===== src/rtl/scan_8seg_if.sv =====
// -----------------------------------------------------------------------------
// scan_8seg_if
// Write bus from the MCS51 bus glue into the scan_8seg digit register file.
//   wr     : write strobe, one cycle per write
//   addr   : digit index being written
//   wdata  : [3:0] tetrade, [4] dot, [5] digit enable, [7:6] unused
// master modport drives the bus (bus glue / testbench), slave receives it.
// -----------------------------------------------------------------------------
interface scan_8seg_if;
    logic       wr;
    logic [2:0] addr;
    logic [7:0] wdata;

    modport master (output wr, addr, wdata);
    modport slave  (input  wr, addr, wdata);
endinterface


===== src/rtl/scan_8seg.sv =====
// -----------------------------------------------------------------------------
// scan_8seg
// Time-multiplexed scan controller for a bank of 8-segment digits sharing one
// decode_8seg decoder. Digit contents are double-buffered: the bus writes a
// shadow copy, and the whole shadow set is copied to the live set at the end
// of each frame, so a frame never mixes old and new contents. Each digit slot
// starts with BLANK guard cycles (no digit selected) to suppress ghosting.
//
// Parameters
//   DIGITS : digits scanned (2..8)
//   SLOT   : clock cycles per digit slot (BLANK+1..65536)
//   BLANK  : guard cycles at the start of each slot (1..SLOT-1)
// Ports
//   clk       : clock, rising edge
//   rst       : asynchronous active-high reset
//   bus       : write bus (wr, addr, wdata), slave side
//   blank     : global blank request, level, registered before use
//   oe        : decoder output enable
//   tetrade   : decoder tetrade input
//   dot       : decoder dot input
//   digit_sel : one-hot digit drive, bit i = digit i
//   frame     : one-cycle pulse at the start of each frame
// -----------------------------------------------------------------------------
module scan_8seg #(
    parameter int DIGITS = 4,
    parameter int SLOT   = 1024,
    parameter int BLANK  = 16
) (
    input  logic              clk,
    input  logic              rst,
    scan_8seg_if.slave        bus,
    input  logic              blank,
    output logic              oe,
    output logic [3:0]        tetrade,
    output logic              dot,
    output logic [DIGITS-1:0] digit_sel,
    output logic              frame
);

    localparam int CW = $clog2(SLOT);
    localparam int IW = $clog2(DIGITS);

    localparam logic [CW-1:0] CNT_LAST  = CW'(SLOT - 1);
    localparam logic [CW-1:0] CNT_BLANK = CW'(BLANK);
    localparam logic [IW-1:0] IDX_LAST  = IW'(DIGITS - 1);

    // Field layout matches wdata[5:0] so a write is a straight cast.
    typedef struct packed {
        logic       en;
        logic       dot;
        logic [3:0] tetrade;
    } digit_t;

    typedef enum logic {
        PH_GUARD,
        PH_ACTIVE
    } phase_t;

    digit_t            shadow [DIGITS];
    digit_t            live   [DIGITS];
    logic [CW-1:0]     cnt;
    logic [IW-1:0]     idx;
    logic              blank_q;

    logic [DIGITS-1:0] wr_hit;
    digit_t            wr_entry;
    logic              commit;
    phase_t            phase;
    digit_t            cur;

    // wdata[7:6] carry nothing for this block.
    logic [1:0]        unused_wdata;
    assign unused_wdata = bus.wdata[7:6];

    assign wr_entry = digit_t'(bus.wdata[5:0]);
    // Last cycle of the last digit slot: the frame boundary.
    assign commit   = (cnt == CNT_LAST) && (idx == IDX_LAST);

    // Address decode; addresses at or above DIGITS match no digit and are dropped.
    always_comb begin
        // NOTE: default every combinational output before any conditional
        // assignment so no path leaves it unassigned and infers a latch.
        wr_hit = '0;
        for (int i = 0; i < DIGITS; i++) begin
            if (bus.wr && (bus.addr == 3'(i))) begin
                wr_hit[i] = 1'b1;
            end
        end
    end

    always_ff @(posedge clk or posedge rst) begin
        if (rst) begin
            cnt     <= '0;
            idx     <= '0;
            blank_q <= 1'b0;
            // NOTE: the register file is a handful of flops, not a RAM macro,
            // so it is cleared with the rest of the state; a display must come
            // up dark rather than showing power-up garbage.
            for (int i = 0; i < DIGITS; i++) begin
                shadow[i] <= '0;
                live[i]   <= '0;
            end
        end else begin
            // NOTE: non-blocking assignments throughout, so every register
            // here samples the pre-edge value of every other one (the commit
            // below reads the old shadow, not the one being written).
            blank_q <= blank;

            if (cnt == CNT_LAST) begin
                cnt <= '0;
                idx <= (idx == IDX_LAST) ? '0 : idx + 1'b1;
            end else begin
                cnt <= cnt + 1'b1;
            end

            for (int i = 0; i < DIGITS; i++) begin
                // A write landing on the commit edge goes straight into the
                // new frame, bypassing the shadow copy it would otherwise miss.
                if (commit) begin
                    live[i] <= wr_hit[i] ? wr_entry : shadow[i];
                end
                if (wr_hit[i]) begin
                    shadow[i] <= wr_entry;
                end
            end
        end
    end

    // Outputs decode registered state only; no input reaches an output
    // without passing through a flop.
    assign phase = (cnt < CNT_BLANK) ? PH_GUARD : PH_ACTIVE;
    assign cur   = live[idx];

    always_comb begin
        digit_sel = '0;
        oe        = 1'b0;
        // Data stays driven in GUARD and for disabled digits; the decoder
        // blanks via oe.
        tetrade   = cur.tetrade;
        dot       = cur.dot;
        if (phase == PH_ACTIVE) begin
            digit_sel[idx] = 1'b1;
            oe             = cur.en & ~blank_q;
        end
    end

    assign frame = (cnt == '0) && (idx == '0);

endmodule


===== src/flat_wrapper.sv =====
// flat-port wrapper written by rule: the top's interface ports become plain ports
module scan_8seg_flat 
#(
    parameter int DIGITS = 4,
    parameter int SLOT   = 1024,
    parameter int BLANK  = 16
)
  (clk, rst, blank, oe, tetrade, dot, digit_sel, frame, bus_wr, bus_addr, bus_wdata);
  scan_8seg_if bus_i ();
  input  logic clk;
  input  logic rst;
  input  logic blank;
  output logic oe;
  output logic [3:0] tetrade;
  output logic dot;
  output logic [DIGITS-1:0] digit_sel;
  output logic frame;
  input wire logic [$bits(bus_i.wr)-1:0] bus_wr;
  input wire logic [$bits(bus_i.addr)-1:0] bus_addr;
  input wire logic [$bits(bus_i.wdata)-1:0] bus_wdata;
  assign bus_i.wr = bus_wr;
  assign bus_i.addr = bus_addr;
  assign bus_i.wdata = bus_wdata;
  scan_8seg #(.DIGITS(DIGITS), .SLOT(SLOT), .BLANK(BLANK)) u_core (.clk(clk), .rst(rst), .bus(bus_i), .blank(blank), .oe(oe), .tetrade(tetrade), .dot(dot), .digit_sel(digit_sel), .frame(frame));
endmodule

===== config.mk =====
export PLATFORM = sky130hd
export DESIGN_NAME = scan_8seg_flat
export DESIGN_NICKNAME = d
export VERILOG_FILES = /design/src/rtl/scan_8seg_if.sv /design/src/rtl/scan_8seg.sv /design/src/flat_wrapper.sv
export SDC_FILE = /design/constraint.sdc
export NUM_CORES = 1
export LEC_CHECK = 0
export ABC_AREA = 0
export ABC_CLOCK_PERIOD_IN_PS = 3600
export BUFFER_PORTS_ARGS = -buffer_cell sky130_fd_sc_hd__clkbuf_2
export CORE_MARGIN = 10
export CORE_UTILIZATION = 40
export CTS_BUF_LIST = sky130_fd_sc_hd__clkbuf_8
export CTS_CLUSTER_SIZE = 28
export DETAILED_ROUTE_END_ITERATION = 12
export SLEW_MARGIN = 20
export SYNTH_ARGS = -nofsm -noshare
export SYNTH_HDL_FRONTEND = slang
export SYNTH_SLANG_ARGS = --single-unit

===== constraint.sdc =====
create_clock -name clk -period 3.6 [get_ports clk]
set_input_delay 0.54 -clock clk [delete_from_list [all_inputs] [get_ports clk]]
set_output_delay 0.54 -clock clk [all_outputs]
set_load 0.03 [all_outputs]

==> results.py, run 1 <==
metrics = {
    "timing": {
        "min_period_over_period_pct": 69.7,
        "relSlewSlack_pct": 57.6,
        "clock.fmax_ghz": 0.399,
        "fin_tns_setup_ps": 0,
        "rsz0062_at_grt": "no",
        "hold_ws_ps": 179,
        "report.final.slew_viol_count": 0,
        "hold_viol_final": 0,
        "setup_viol": 0,
        "tightest_slew_ps": 635,
        "finalClockSkew_ps": 5.98,
        "timing.final.crit_period_ps": 2510,
    },
    "yosys": {
        "postSynthCellCount": 183,
        "synth_top_area_share_pct": 53.5,
        "yosysMostFrequentCell": "dfrtp_1",
        "async_reset_ff_share_pct": 100,
        "ys_ff_latch": 61,
        "synth_top_flop_cell": "dfrtp_1",
        "yosysSeqAreaShare_pct": 53.5,
        "ys_top_cells_by_area": "dfrtp_1, mux2_4, mux2_2, mux4_2, ha_1",
        "synth_edf_count": 0,
        "yosys_warnings": 0,
        "syn_nets": 204,
        "yosys.area.top_type": "dfrtp_1",
        "avgSynthCellArea_sq_um": 15.6,
        "synthTopCellsByCount": "dfrtp_1, mux2_4, mux2_2",
        "netlist_area_sq_mm": 0.00286,
        "synth_cell_types": 33,
    },
    "grt": {
        "grt-ovfl-total": 0,
        "grt_pass1_vias": 1712,
        "grt_max_degree": 28,
        "groute.usage.overall_pct": 10.1,
        "antenna_found_initial": 0,
        "grt_pass1_wl_um": 8800,
    },
    "worst_hold_path": {
        "hold_path_class": "input port to async pin",
    },
    "layout": {
        "utilization_pct": 47.2,
        "layout-drive-gt1-share_pct": 46.5,
        "diodes": 0,
        "nets": 231,
        "fillers": 630,
        "synthToLayoutAreaGrowth_pct": 13.5,
        "design_area_sq_mm": 0.00324,
    },
    "place": {
        "placed_area_sq_mm": 0.00303,
        "finalWeightedCongestion": 0.734,
        "portBuffers": 23,
        "detailed_place_hpwl_um": 3390,
    },
    "cts": {
        "postCtsResizedCells": 0,
        "clk_latency_ps": 330,
        "clock-sinks": 61,
        "clk_path_buf_depth": 2,
        "postCtsSetupBuffers": 0,
        "postCtsHoldBufs": 0,
        "cts_buffers": 9,
        "clock-root-buffer": "clkbuf_8",
        "htreeDepth": 3,
        "tritoncts": "built",
        "clkSlewWorstSetupHoldPaths_ps": 70,
    },
    "route": {
        "drtIter0Drc": 52,
        "routed_via_density": 4.89,
        "drtPass1Iterations": 4,
        "antenna_left": 0,
        "num_vias": 1521,
        "avgRoutedWirePerCell_um": 16.3,
        "drc": 0,
        "drt-total-wl_um": 5080,
    },
    "run": {
        "cap_violations": 0,
    },
    "floorplan": {
        "die_h_um": 104,
        "num_io_pins": 26,
        "core_sq_mm": 0.00687,
        "die_w_um": 104,
        "rows": 30,
        "die_area_sq_mm": 0.0109,
        "start_util_pct": 41.6,
    },
    "pwr": {
        "p_leak_nw": 1.61,
        "power_density_mw_per_mm2": 477,
        "power_mw": 1.54,
        "ir_drop_uv": 222,
    },
    "worst_setup_path": {
        "crit_arrival_ps": 1970,
        "cp_max_fo": 11,
        "endpoint_kind": "primary output",
        "r2r_setup_slack_ps": 1410,
        "cp_data_required_time_ps": 3060,
        "criticalPathCategory": "flip-flop to primary output",
        "critical_path.startpoint_type": "flip-flop",
    },
    "status": {
        "status": "finished clean",
    },
}
-- critical path, cell delays in order, from the launching register on --
cell and delay, ps:
dfrtp_1 710, mux4_2 570, and3b_1 190, clkbuf_2 180
-- flip-flops by register name, summed over array words and instances (netlist names) --
register	flops
u_core.blank_q	1
u_core.cnt	10
u_core.idx	2
u_core.live	24
u_core.shadow	24
-- stage by stage --
stage | cells | setup slack (ps)
2_1_floorplan | 183 | 1310
3_3_place_gp | 295 | 1360
3_5_place_dp | 295 | 1350
4_1_cts | 311 | 1010
5_1_grt | 311 | 896
6_report | 311 | 1090
-- logic make-up after synthesis --
| family | after synthesis | synth area share, % |
|---|---|---|
| adders and majority gates | 6 | 2.63 |
| AOI/OAI and AO/OA | 7 | 1.62 |
| xor gates and xnor gates | 5 | 1.53 |
| DFF | 61 | 53.5 |
| and+or+nand+nor | 34 | 8.94 |
| buffers and inverters | 14 | 3.15 |
| muxes | 56 | 28.7 |
-- cell type report --
cell class,count,area (sq um),share of cell area (%)
multi-input combinational,108,1240,38.2
inverter,5,18.8,0.579
tap,96,120,3.71
sequential,61,1530,47.1
clock inverter,7,82.6,2.55
clock buffer,9,124,3.82
timing repair buffer,25,130,4.02
-- layout by cell type (no fill, tap or decap), types with 3 or more instances in the layout --
cell type,n
mux4_2,6
nand2_1,5
and4_1,3
nor2_1,4
clkbuf_2,23
inv_1,6
dfrtp_1,61
nor4_1,3
clkinv_2,3
mux2_4,32
and2_1,4
nand3_1,3
mux2_2,18
clkbuf_8,9
xnor2_1,3
ha_1,6
-- path summary, 6_finish.rpt --
| path | start | endpoint | cells past startpoint |
|---|---|---|---|
| worst min register to register | u_core.shadow[6]$_DFF_PP0_ | u_core.shadow[6]$_DFF_PP0_ | 1 |
| worst max-delay path | u_core.idx[0]$_DFFE_PP0N_ | oe | 3 |
| max in group asynchronous | rst | u_core.shadow[5]$_DFF_PP0_ | 3 |
| min in group clk | blank | u_core.blank_q$_DFF_PP0_ | 1 |
| worst max register to register | u_core.idx[0]$_DFFE_PP0N_ | u_core.live[10]$_DFFE_PP0P_ | 3 |
| worst min-delay path | rst | u_core.live[17]$_DFFE_PP0P_ | 2 |
-- where the power goes --
group	switching, mW	total (mW)	internal [mW]
Sequential	0.0180	0.767	0.749
Clock	0.258	0.639	0.381
Combinational	0.0591	0.139	0.0797
-- routing by layer --
metal  vias to the layer above  wire length (um)  GRT usage (%)
met3                         6               200           3.53
met1                       774              2560           13.2
met5                         -                 0              0
met2                        25              2260           14.5
met4                         0                57           4.47
li1                        716                 -              -
Note: power is estimated with default switching activity, not from simulation.
==> run 2: changes to the inputs <==
- ABC_CLOCK_PERIOD_IN_PS: 3600 -> 2600
- clock period: 3.6 -> 2.6 ns (I/O delays scaled with it)
==> results.py, run 2 (synthesis gave the netlist of run 1 again) <==
metrics = {
    "cts": {
        "postCtsSetupBuffers": 0,
        "htreeDepth": 3,
        "tritoncts": "built",
        "clkSlewWorstSetupHoldPaths_ps": 70,
        "clock-sinks": 61,
        "cts_buffers": 9,
        "clk_latency_ps": 340,
        "postCtsHoldBufs": 0,
        "clock-root-buffer": "clkbuf_8",
        "clk_path_buf_depth": 2,
        "postCtsResizedCells": 0,
    },
    "place": {
        "finalWeightedCongestion": 0.741,
        "detailed_place_hpwl_um": 3340,
        "dpl_worst_slack_ps": 363,
        "portBuffers": 23,
    },
    "floorplan": {
        "die_area_sq_mm": 0.0109,
        "core_sq_mm": 0.00687,
        "rows": 30,
        "die_h_um": 104,
        "die_w_um": 104,
        "num_io_pins": 26,
        "start_util_pct": 41.6,
    },
    "pwr": {
        "ir_drop_uv": 287,
        "p_leak_nw": 1.60,
        "power_mw": 2.22,
        "power_density_mw_per_mm2": 680,
    },
    "grt": {
        "grt-ovfl-total": 0,
        "grt_max_degree": 62,
        "grt_pass1_vias": 1641,
        "grt_pass1_wl_um": 8640,
        "groute.usage.overall_pct": 10.0,
        "antenna_found_initial": 0,
    },
    "timing": {
        "relSlewSlack_pct": 49.1,
        "report.final.slew_viol_count": 0,
        "timing.final.crit_period_ps": 2400,
        "setup_viol": 0,
        "finalClockSkew_ps": 10.8,
        "fin_ws_ps": 199,
        "fin_tns_setup_ps": 0,
        "min_period_over_period_pct": 92.4,
        "rsz0062_at_grt": "no",
        "clock.fmax_ghz": 0.416,
        "hold_viol_final": 0,
        "tightest_slew_ps": 764,
    },
    "layout": {
        "fillers": 604,
        "register_area_sq_mm": 0.00153,
        "nets": 231,
        "diodes": 0,
        "multi_input_area_sq_mm": 0.00124,
        "layout_commonest_cell": "dfrtp_1",
        "final_cell_mix": "dfrtp_1, mux2_4, clkbuf_2",
        "synthToLayoutAreaGrowth_pct": 14.5,
        "layout-drive-gt1-share_pct": 47.4,
        "utilization_pct": 47.6,
        "largestRegisters": "u_core.live: 24 flops, u_core.shadow: 24 flops, u_core.cnt: 10 flops",
    },
    "run": {
        "cap_violations": 0,
    },
    "worst_setup_path": {
        "crit_path_top_delay_cell": "dfrtp_1",
        "crit_arrival_ps": 2010,
        "critical_path.startpoint_type": "flip-flop",
        "endpoint_kind": "primary output",
        "slowest_delay_ps": 730,
        "crit_family": "flip-flops",
        "cp_data_required_time_ps": 2210,
        "crit_chain": "mux4_2, and3b_1, clkbuf_2",
        "criticalPathCategory": "flip-flop to primary output",
        "crit_buf_inv": 1,
        "cp_max_fo": 11,
    },
    "route": {
        "drtPass1Iterations": 4,
        "drt-total-wl_um": 5170,
        "avgRoutedWirePerCell_um": 16.6,
        "drtIter0Drc": 59,
        "drc": 0,
        "routed_via_density": 4.93,
        "num_vias": 1532,
        "antenna_left": 0,
    },
    "status": {
        "status": "finished clean",
    },
    "worst_hold_path": {
        "hold_path_class": "input port to flip-flop",
    },
}
==> run 2: where the power goes <==
group / switching [mW] / internal, mW / leakage (nW)
Combinational: 0.0821 / 0.109 / 0.707
Clock: 0.377 / 0.591 / 0.108
Sequential: 0.0244 / 1.04 / 0.785
Total: 0.484 / 1.74 / 1.60
==> run 2: path summary, 6_finish.rpt <==
| check | from | to | slack (ps) | depth (start not counted) |
|---|---|---|---|---|
| worst max-delay path | u_core.idx[0]$_DFFE_PP0N_ | oe | 200 | 3 |
| worst min-delay path | blank | u_core.blank_q$_DFF_PP0_ | 160 | 1 |
| worst max register to register | u_core.idx[0]$_DFFE_PP0N_ | u_core.live[18]$_DFFE_PP0P_ | 400 | 3 |
| worst min register to register | u_core.shadow[13]$_DFF_PP0_ | u_core.shadow[13]$_DFF_PP0_ | 490 | 1 |
| max in group asynchronous | rst | u_core.live[19]$_DFFE_PP0P_ | 1840 | 3 |
| min in group asynchronous | rst | u_core.live[5]$_DFFE_PP0P_ | 240 | 3 |
==> run 2: metal layers <==
metal	up-vias	global-route usage, %	wire length (um)
li1	724	-	-
met1	773	13.1	2500
met5	-	0	0
met2	28	14.0	2310
met3	7	4.71	299
met4	0	3.58	64
==> run 2: final cells by class <==
type                    count  share of cell area [%]
flip-flops and latches     61                    46.7
multi-input cells         108                    37.9
clock buffers              11                    4.63
repair buffers             25                    3.98
well taps                  96                    3.68
clock inverters             5                    2.53
inverters                   5                   0.574
==> run 2: through the flow <==
stage / hold slack, ps / area, sq um / cells
floorplan: 421 / 2860 / 183
global placement: 473 / 3030 / 295
detailed placement: 479 / 3030 / 295
CTS: 140 / 3270 / 311
global route: 149 / 3270 / 311
finish: 158 / 3270 / 311
